[config.mk]
export PLATFORM = sky130hd
export DESIGN_NAME = i2c_target_responder
export DESIGN_NICKNAME = d
export VERILOG_FILES = /design/src/rtl/i2c_target_responder.sv
export SDC_FILE = /design/constraint.sdc
export NUM_CORES = 1
export LEC_CHECK = 0
export BUFFER_PORTS_ARGS = -buffer_cell sky130_fd_sc_hd__buf_2
export CORE_MARGIN = 2
export CORE_UTILIZATION = 52
export CTS_CLUSTER_DIAMETER = 30
export DETAILED_ROUTE_END_ITERATION = 16
export PLACE_DENSITY = 0.75
export SLEW_MARGIN = 20
export SYNTH_ARGS = -nofsm -noshare
export SYNTH_HDL_FRONTEND = slang
export SYNTH_SLANG_ARGS = --single-unit
[constraint.sdc]
create_clock -name clk_i -period 1.7 [get_ports clk_i]
set_input_delay 0.17 -clock clk_i [delete_from_list [all_inputs] [get_ports clk_i]]
set_output_delay 0.17 -clock clk_i [all_outputs]
set_load 0.02 [all_outputs]
[src/rtl/i2c_target_responder.sv]
// Single-address I2C target: START/STOP detect, 7-bit address match, byte sink/source handshake.
// Optional SCL/SDA glitch filter is enabled with `define I2C_TGT_GLITCH_FILT_EN.
module i2c_target_responder #(
  parameter logic [6:0] SLAVE_ADDR  = 7'h44,
  parameter int         SYNC_STAGES = 2,
  parameter int         FILT_LEN    = 3
) (
  input  logic       clk_i,
  input  logic       rst_i,
  input  logic       scl_i,
  input  logic       sda_i,
  output logic       sda_o,
  output logic [7:0] wr_data_o,
  output logic       wr_valid_o,
  input  logic       wr_full_i,
  output logic       rd_req_o,
  input  logic [7:0] rd_data_i,
  input  logic       rd_valid_i,
  output logic       rd_underrun_o,
  output logic       start_o,
  output logic       stop_o,
  output logic       busy_o,
  output logic       rw_o
);
  typedef enum logic [2:0] {
    S_IDLE, S_ADDR, S_ADDR_ACK, S_WR_BYTE, S_WR_ACK, S_RD_BYTE, S_RD_ACK, S_IGNORE
  } state_t;

  logic [SYNC_STAGES-1:0] r_scl_sync, r_sda_sync;
  logic w_scl, w_sda;

  always_ff @(posedge clk_i or negedge rst_i)
    if (!rst_i) begin
      r_scl_sync <= '1;
      r_sda_sync <= '1;
    end else begin
      r_scl_sync <= {r_scl_sync[SYNC_STAGES-2:0], scl_i};
      r_sda_sync <= {r_sda_sync[SYNC_STAGES-2:0], sda_i};
    end

`ifdef I2C_TGT_GLITCH_FILT_EN
  localparam int CW = $clog2(FILT_LEN + 1);
  logic [1:0]         w_raw, r_lvl;
  logic [1:0][CW-1:0] r_fcnt;
  assign w_raw = {r_scl_sync[SYNC_STAGES-1], r_sda_sync[SYNC_STAGES-1]};

  // A level only moves after FILT_LEN consecutive samples disagree with it.
  always_ff @(posedge clk_i or negedge rst_i)
    if (!rst_i) begin
      r_lvl  <= '1;
      r_fcnt <= '0;
    end else begin
      for (int i = 0; i < 2; i++) begin
        if (w_raw[i] == r_lvl[i]) r_fcnt[i] <= '0;
        else if (r_fcnt[i] == CW'(FILT_LEN - 1)) begin
          r_lvl[i]  <= w_raw[i];
          r_fcnt[i] <= '0;
        end else r_fcnt[i] <= r_fcnt[i] + 1'b1;
      end
    end
  assign w_scl = r_lvl[1];
  assign w_sda = r_lvl[0];
`else
  logic w_unused_filt;
  assign w_unused_filt = FILT_LEN[0];
  assign w_scl = r_scl_sync[SYNC_STAGES-1];
  assign w_sda = r_sda_sync[SYNC_STAGES-1];
`endif

  logic r_scl_d, r_sda_d;
  logic w_scl_rise, w_scl_fall, w_start, w_stop;
  assign w_scl_rise = w_scl & ~r_scl_d;
  assign w_scl_fall = ~w_scl & r_scl_d;
  assign w_start    = w_scl & r_scl_d & r_sda_d & ~w_sda;
  assign w_stop     = w_scl & r_scl_d & ~r_sda_d & w_sda;

  state_t     r_state;
  logic [3:0] r_cnt;
  logic [7:0] r_shift, r_tx, r_rd_buf;
  logic       r_nack, r_mack, r_pend;
  logic [7:0] w_rd_byte;
  logic       w_und;

  // A byte arriving on the same cycle as the fall still makes it onto the bus.
  assign w_und     = r_pend & ~rd_valid_i;
  assign w_rd_byte = r_pend ? (rd_valid_i ? rd_data_i : 8'hFF) : r_rd_buf;

  always_ff @(posedge clk_i or negedge rst_i)
    if (!rst_i) begin
      r_scl_d <= 1'b1; r_sda_d <= 1'b1;
      r_state <= S_IDLE; r_cnt <= '0;
      r_shift <= '0; r_tx <= '1; r_rd_buf <= '1;
      r_nack <= 1'b0; r_mack <= 1'b0; r_pend <= 1'b0;
      sda_o <= 1'b1; wr_data_o <= '0; wr_valid_o <= 1'b0;
      rd_req_o <= 1'b0; rd_underrun_o <= 1'b0;
      start_o <= 1'b0; stop_o <= 1'b0; busy_o <= 1'b0; rw_o <= 1'b0;
    end else begin
      r_scl_d <= w_scl;
      r_sda_d <= w_sda;
      wr_valid_o <= 1'b0; rd_req_o <= 1'b0; rd_underrun_o <= 1'b0;
      start_o <= 1'b0; stop_o <= 1'b0;
      if (r_pend && rd_valid_i) begin
        r_pend   <= 1'b0;
        r_rd_buf <= rd_data_i;
      end
      if (w_start) begin
        r_state <= S_ADDR; r_cnt <= '0; sda_o <= 1'b1;
        start_o <= 1'b1; busy_o <= 1'b1; r_pend <= 1'b0;
      end else if (w_stop) begin
        r_state <= S_IDLE; r_cnt <= '0; sda_o <= 1'b1;
        stop_o <= 1'b1; busy_o <= 1'b0; r_pend <= 1'b0;
      end else if (w_scl_rise) begin
        case (r_state)
          S_ADDR, S_WR_BYTE, S_RD_BYTE: begin
            r_shift <= {r_shift[6:0], w_sda};
            if (r_cnt != 4'd8) r_cnt <= r_cnt + 4'd1;
            if (r_state == S_WR_BYTE && r_cnt == 4'd7) begin
              r_nack <= wr_full_i;
              if (!wr_full_i) begin
                wr_valid_o <= 1'b1;
                wr_data_o  <= {r_shift[6:0], w_sda};
              end
            end
          end
          S_ADDR_ACK: if (rw_o) begin rd_req_o <= 1'b1; r_pend <= 1'b1; end
          S_RD_ACK: begin
            r_mack <= ~w_sda;
            if (!w_sda) begin rd_req_o <= 1'b1; r_pend <= 1'b1; end
          end
          default: ;
        endcase
      end else if (w_scl_fall) begin
        case (r_state)
          S_ADDR: if (r_cnt == 4'd8) begin
            if (r_shift[7:1] == SLAVE_ADDR) begin
              r_state <= S_ADDR_ACK; sda_o <= 1'b0; rw_o <= r_shift[0];
            end else r_state <= S_IGNORE;
          end
          S_ADDR_ACK, S_RD_ACK: begin
            r_cnt <= '0;
            if ((r_state == S_ADDR_ACK && rw_o) || (r_state == S_RD_ACK && r_mack)) begin
              r_state <= S_RD_BYTE;
              sda_o   <= w_rd_byte[7];
              r_tx    <= {w_rd_byte[6:0], 1'b1};
              r_pend  <= 1'b0;
              rd_underrun_o <= w_und;
            end else begin
              r_state <= (r_state == S_ADDR_ACK) ? S_WR_BYTE : S_IGNORE;
              sda_o   <= 1'b1;
            end
          end
          S_WR_BYTE: if (r_cnt == 4'd8) begin r_state <= S_WR_ACK; sda_o <= r_nack; end
          S_WR_ACK: begin
            r_cnt <= '0; sda_o <= 1'b1;
            r_state <= r_nack ? S_IGNORE : S_WR_BYTE;
          end
          S_RD_BYTE:
            if (r_cnt == 4'd8) begin r_state <= S_RD_ACK; sda_o <= 1'b1; end
            else begin sda_o <= r_tx[7]; r_tx <= {r_tx[6:0], 1'b1}; end
          default: ;
        endcase
      end
    end
endmodule

==> reports/metrics.yaml <==
synthCells: 232
fillers: 389
antenna_found_initial: 0
crit_slowest_cell: "dfrtp_1"
slew_headroom_pct: 69.9
sw_frac_of_total_pct: 33.2
drt_wl_total_um: 5830
path_cells: "ha_2 -> nand2_2 -> nor4_2 -> buf_4 -> and4b_2 -> buf_6 -> mux2_4"
cp.required_ns: 1.91
end_kind: "flip-flop"
cts_buffers: 5
synthMuxAreaShare_pct: 16.2
seqPwrFrac_pct: 47.0
coreArea_um2: 5110
synth-edff-count: 0
met3WireLength_um: 213
status: "finished with violations"
area_growth_pct: 25.5
num_vias: 2010
final_cells: 364
dpl.hpwl_um: 3960
critPathBufInv: 2
drtIter0Drc: 171
fp-row-count: 26
gp_congestion: 0.874
yosys-top-cells-count: "dfrtp_1, mux2_2, dfstp_2"
violations: "negative setup slack"
cts_tree: "yes"
clkPwrFrac_pct: 20.4
grt_pass1_vias: 2008
worst_slew_pin_slew_ns: 0.451
drive_above_1_share_pct: 53.4
grt.overflow.total: 0
io_pins: 30
crit_fanout: 5
highest_layer: "met4"
switchingPower_w: 0.00120
period_minus_slack_ns: 1.80
slowest_delay_ns: 0.40
setup_violations: 17
fmax_ghz: 0.556
tns_ns: -0.778
p_leak_nw: 1.61
yosys.area_share.simple_pct: 12.9
maxSlewViolCount: 0
grt_pass1_wl_um: 9580
cts_max_level: 2
port-buffer-count: 29
finalCritPeriodShare_pct: 106
clock_latency_ns: 0.32
synth.area.top_cells: "dfrtp_1, dfstp_2, mux2_2"
first_pass_iters: 4
finalHoldViolations: 0
power_density_nw_per_um2: 1050
start_kind: "flip-flop"
critical_path_class: "flip-flop to flip-flop"
chipHeight_um: 76.5
clk_pin_slew_worst_paths_ns: 0.10
die_x_um: 76.5
clock-sinks: 55
start_util_pct: 53.6
yosysUniqueCellTypes: 63
n_antenna_cell: 0
regToRegSetupSlack_ns: -0.1
final_nets: 312
syn_avg_cell_area_um2: 11.8
yosysTopAreaCell: "dfrtp_1"
ant_nets: 0
synth.top_cell.area_share_pct: 30.2
grt_max_degree: 56
synthAdderAreaFrac_pct: 2.29
vdd_drop_max_v: 0.000582
cp_top_family: "simple AND/OR/NAND/NOR gates"
synth_nets: 251
internal_power_w: 0.00242
synth_compound_area_share_pct: 12.3
drc_errors: 0
synthFlopType: "dfrtp_1"
synth.ff_latch_count: 55
synth_top_family_by_area: "multiplexers"
synth-xor-area-share_pct: 0.595
synthArstFlopShare_pct: 100
comb_power_share_pct: 32.7
dp.cells: 353
setup_slack_ns: -0.0988
die_area_um2: 5860
wl_met2_um: 2880
synth_area_um2: 2740
ys_seq_area_share_pct: 51.3
viasPerCell: 5.52
grt.total_usage_pct: 20.1
clockBufferDepth: 2
drv_cap: 0
min_path_type: "input port to flip-flop"
fin_skew_ns: 0.00484
rsz0062_at_grt: "yes"
avgRoutedWirePerCell_um: 16.0
crit_arrival_ns: 2.01
clockRootBuffer: "clkbuf_8"
ys_warn_count: 0
wl_met1_um: 2660
synth_most_common_cell: "dfrtp_1"
## worst reg2reg max path, cell delays in order, from the launching register on
cell and delay, ns:
dfrtp_1 0.40, ha_2 0.21, nand2_2 0.06, nor4_2 0.16, buf_4 0.16, and4b_2 0.26, buf_6 0.14, mux2_4 0.30
## power groups by stage
stage | combinational [W] | sequential [W] | clock [W]
2_1_floorplan | 0.000708 | 0.00169 | 0
3_3_place_gp | 0.00104 | 0.00171 | 0
3_5_place_dp | 0.00106 | 0.00172 | 0
4_1_cts | 0.00109 | 0.00170 | 0.000766
5_1_grt | 0.00129 | 0.00172 | 0.000808
6_report | 0.00118 | 0.00170 | 0.000738
## final cells by class
| type | instances | area (µm²) | share of cell area, % |
|---|---|---|---|
| Sequential cell | 55 | 1400 | 40.9 |
| Multi-Input combinational cell | 152 | 1350 | 39.2 |
| Timing Repair Buffer | 66 | 458 | 13.3 |
| Tap cell | 70 | 87.6 | 2.55 |
| Clock buffer | 6 | 72.6 | 2.11 |
| Inverter | 13 | 48.8 | 1.42 |
| Clock inverter | 2 | 16.3 | 0.474 |
## layout by cell type, fill, tap and decap left out, types with 3 or more instances in the layout
cell and n:
a21oi_1 5, buf_2 29, buf_4 29, buf_6 4, clkbuf_8 5, dfrtp_1 33
dfstp_2 22, dlygate4sd3_1 3, ha_4 3, inv_1 11, mux2_2 26, mux2_4 8
mux2i_1 3, nand2_1 13, nand2b_1 5, nand3_1 3, nor2_1 10, nor3_1 3
o21ai_0 9, o221ai_1 7
## what timing repair did
| action | 4_1_cts | 5_1_grt |
|---|---|---|
| pin swaps | 4 | 7 |
| gates resized for setup | 9 | 27 |
| cloned | 0 | 0 |
| hold buffers | 3 | 0 |
| setup buffers | 1 | 0 |
| setup endpoints to repair | 30 | 33 |
| hold endpoints to repair | 35 | 0 |
## metal layers
metal | up-vias | track usage (%)
li1 | 963 | -
met1 | 990 | 28.0
met2 | 48 | 32.2
met3 | 9 | 3.67
met4 | 0 | 6.18
met5 | - | 0
## cell families (layout without fill, tap and decap cells)
group / after synthesis / after routing
AND/OR/NAND/NOR: 62 / 62
AO/OA/AOI/OAI: 47 / 47
flip-flops: 55 / 55
multiplexers: 37 / 37
buffers and inverters: 25 / 87
adder cells (fa/ha/maj): 5 / 5
XOR/XNOR: 1 / 1
## worst paths after layout
kind,from,end,depth (start not counted)
worst min register to register,r_sda_sync[0],r_sda_sync[1],0
worst max-delay path,r_cnt[0],wr_data_o[4],7
min in group asynchronous,rst_i,r_state[1],3
max in group asynchronous,rst_i,r_sda_sync[1],3
worst min-delay path,wr_full_i,r_nack,2
worst max register to register,r_cnt[0],wr_data_o[4],7
## stage by stage
stage | area, µm² | total power (W) | worst slack (ns) | hold WS [ns] | util (%)
floorplan | 2750 | 0.00239 | -0.000458 | -0.126 | -
global placement | 3170 | 0.00275 | -0.0176 | 0.187 | 62.1
detailed placement | 3170 | 0.00278 | -0.106 | 0.186 | 62.1
CTS | 3340 | 0.00355 | -0.0787 | 0.0921 | 65.4
global route | 3430 | 0.00382 | -0.184 | 0.0952 | 67.2
finish | 3430 | 0.00362 | -0.0988 | 0.0979 | 67.2
## sequential cells by signal, indices dropped and copies added (netlist names), 2 cells and up
register and count:
r_rd_buf 8, r_shift 8, wr_data_o 8, r_tx 7, r_cnt 4, r_state 3
r_scl_sync 2, r_sda_sync 2
Note: power is estimated with default switching activity, not from simulation.
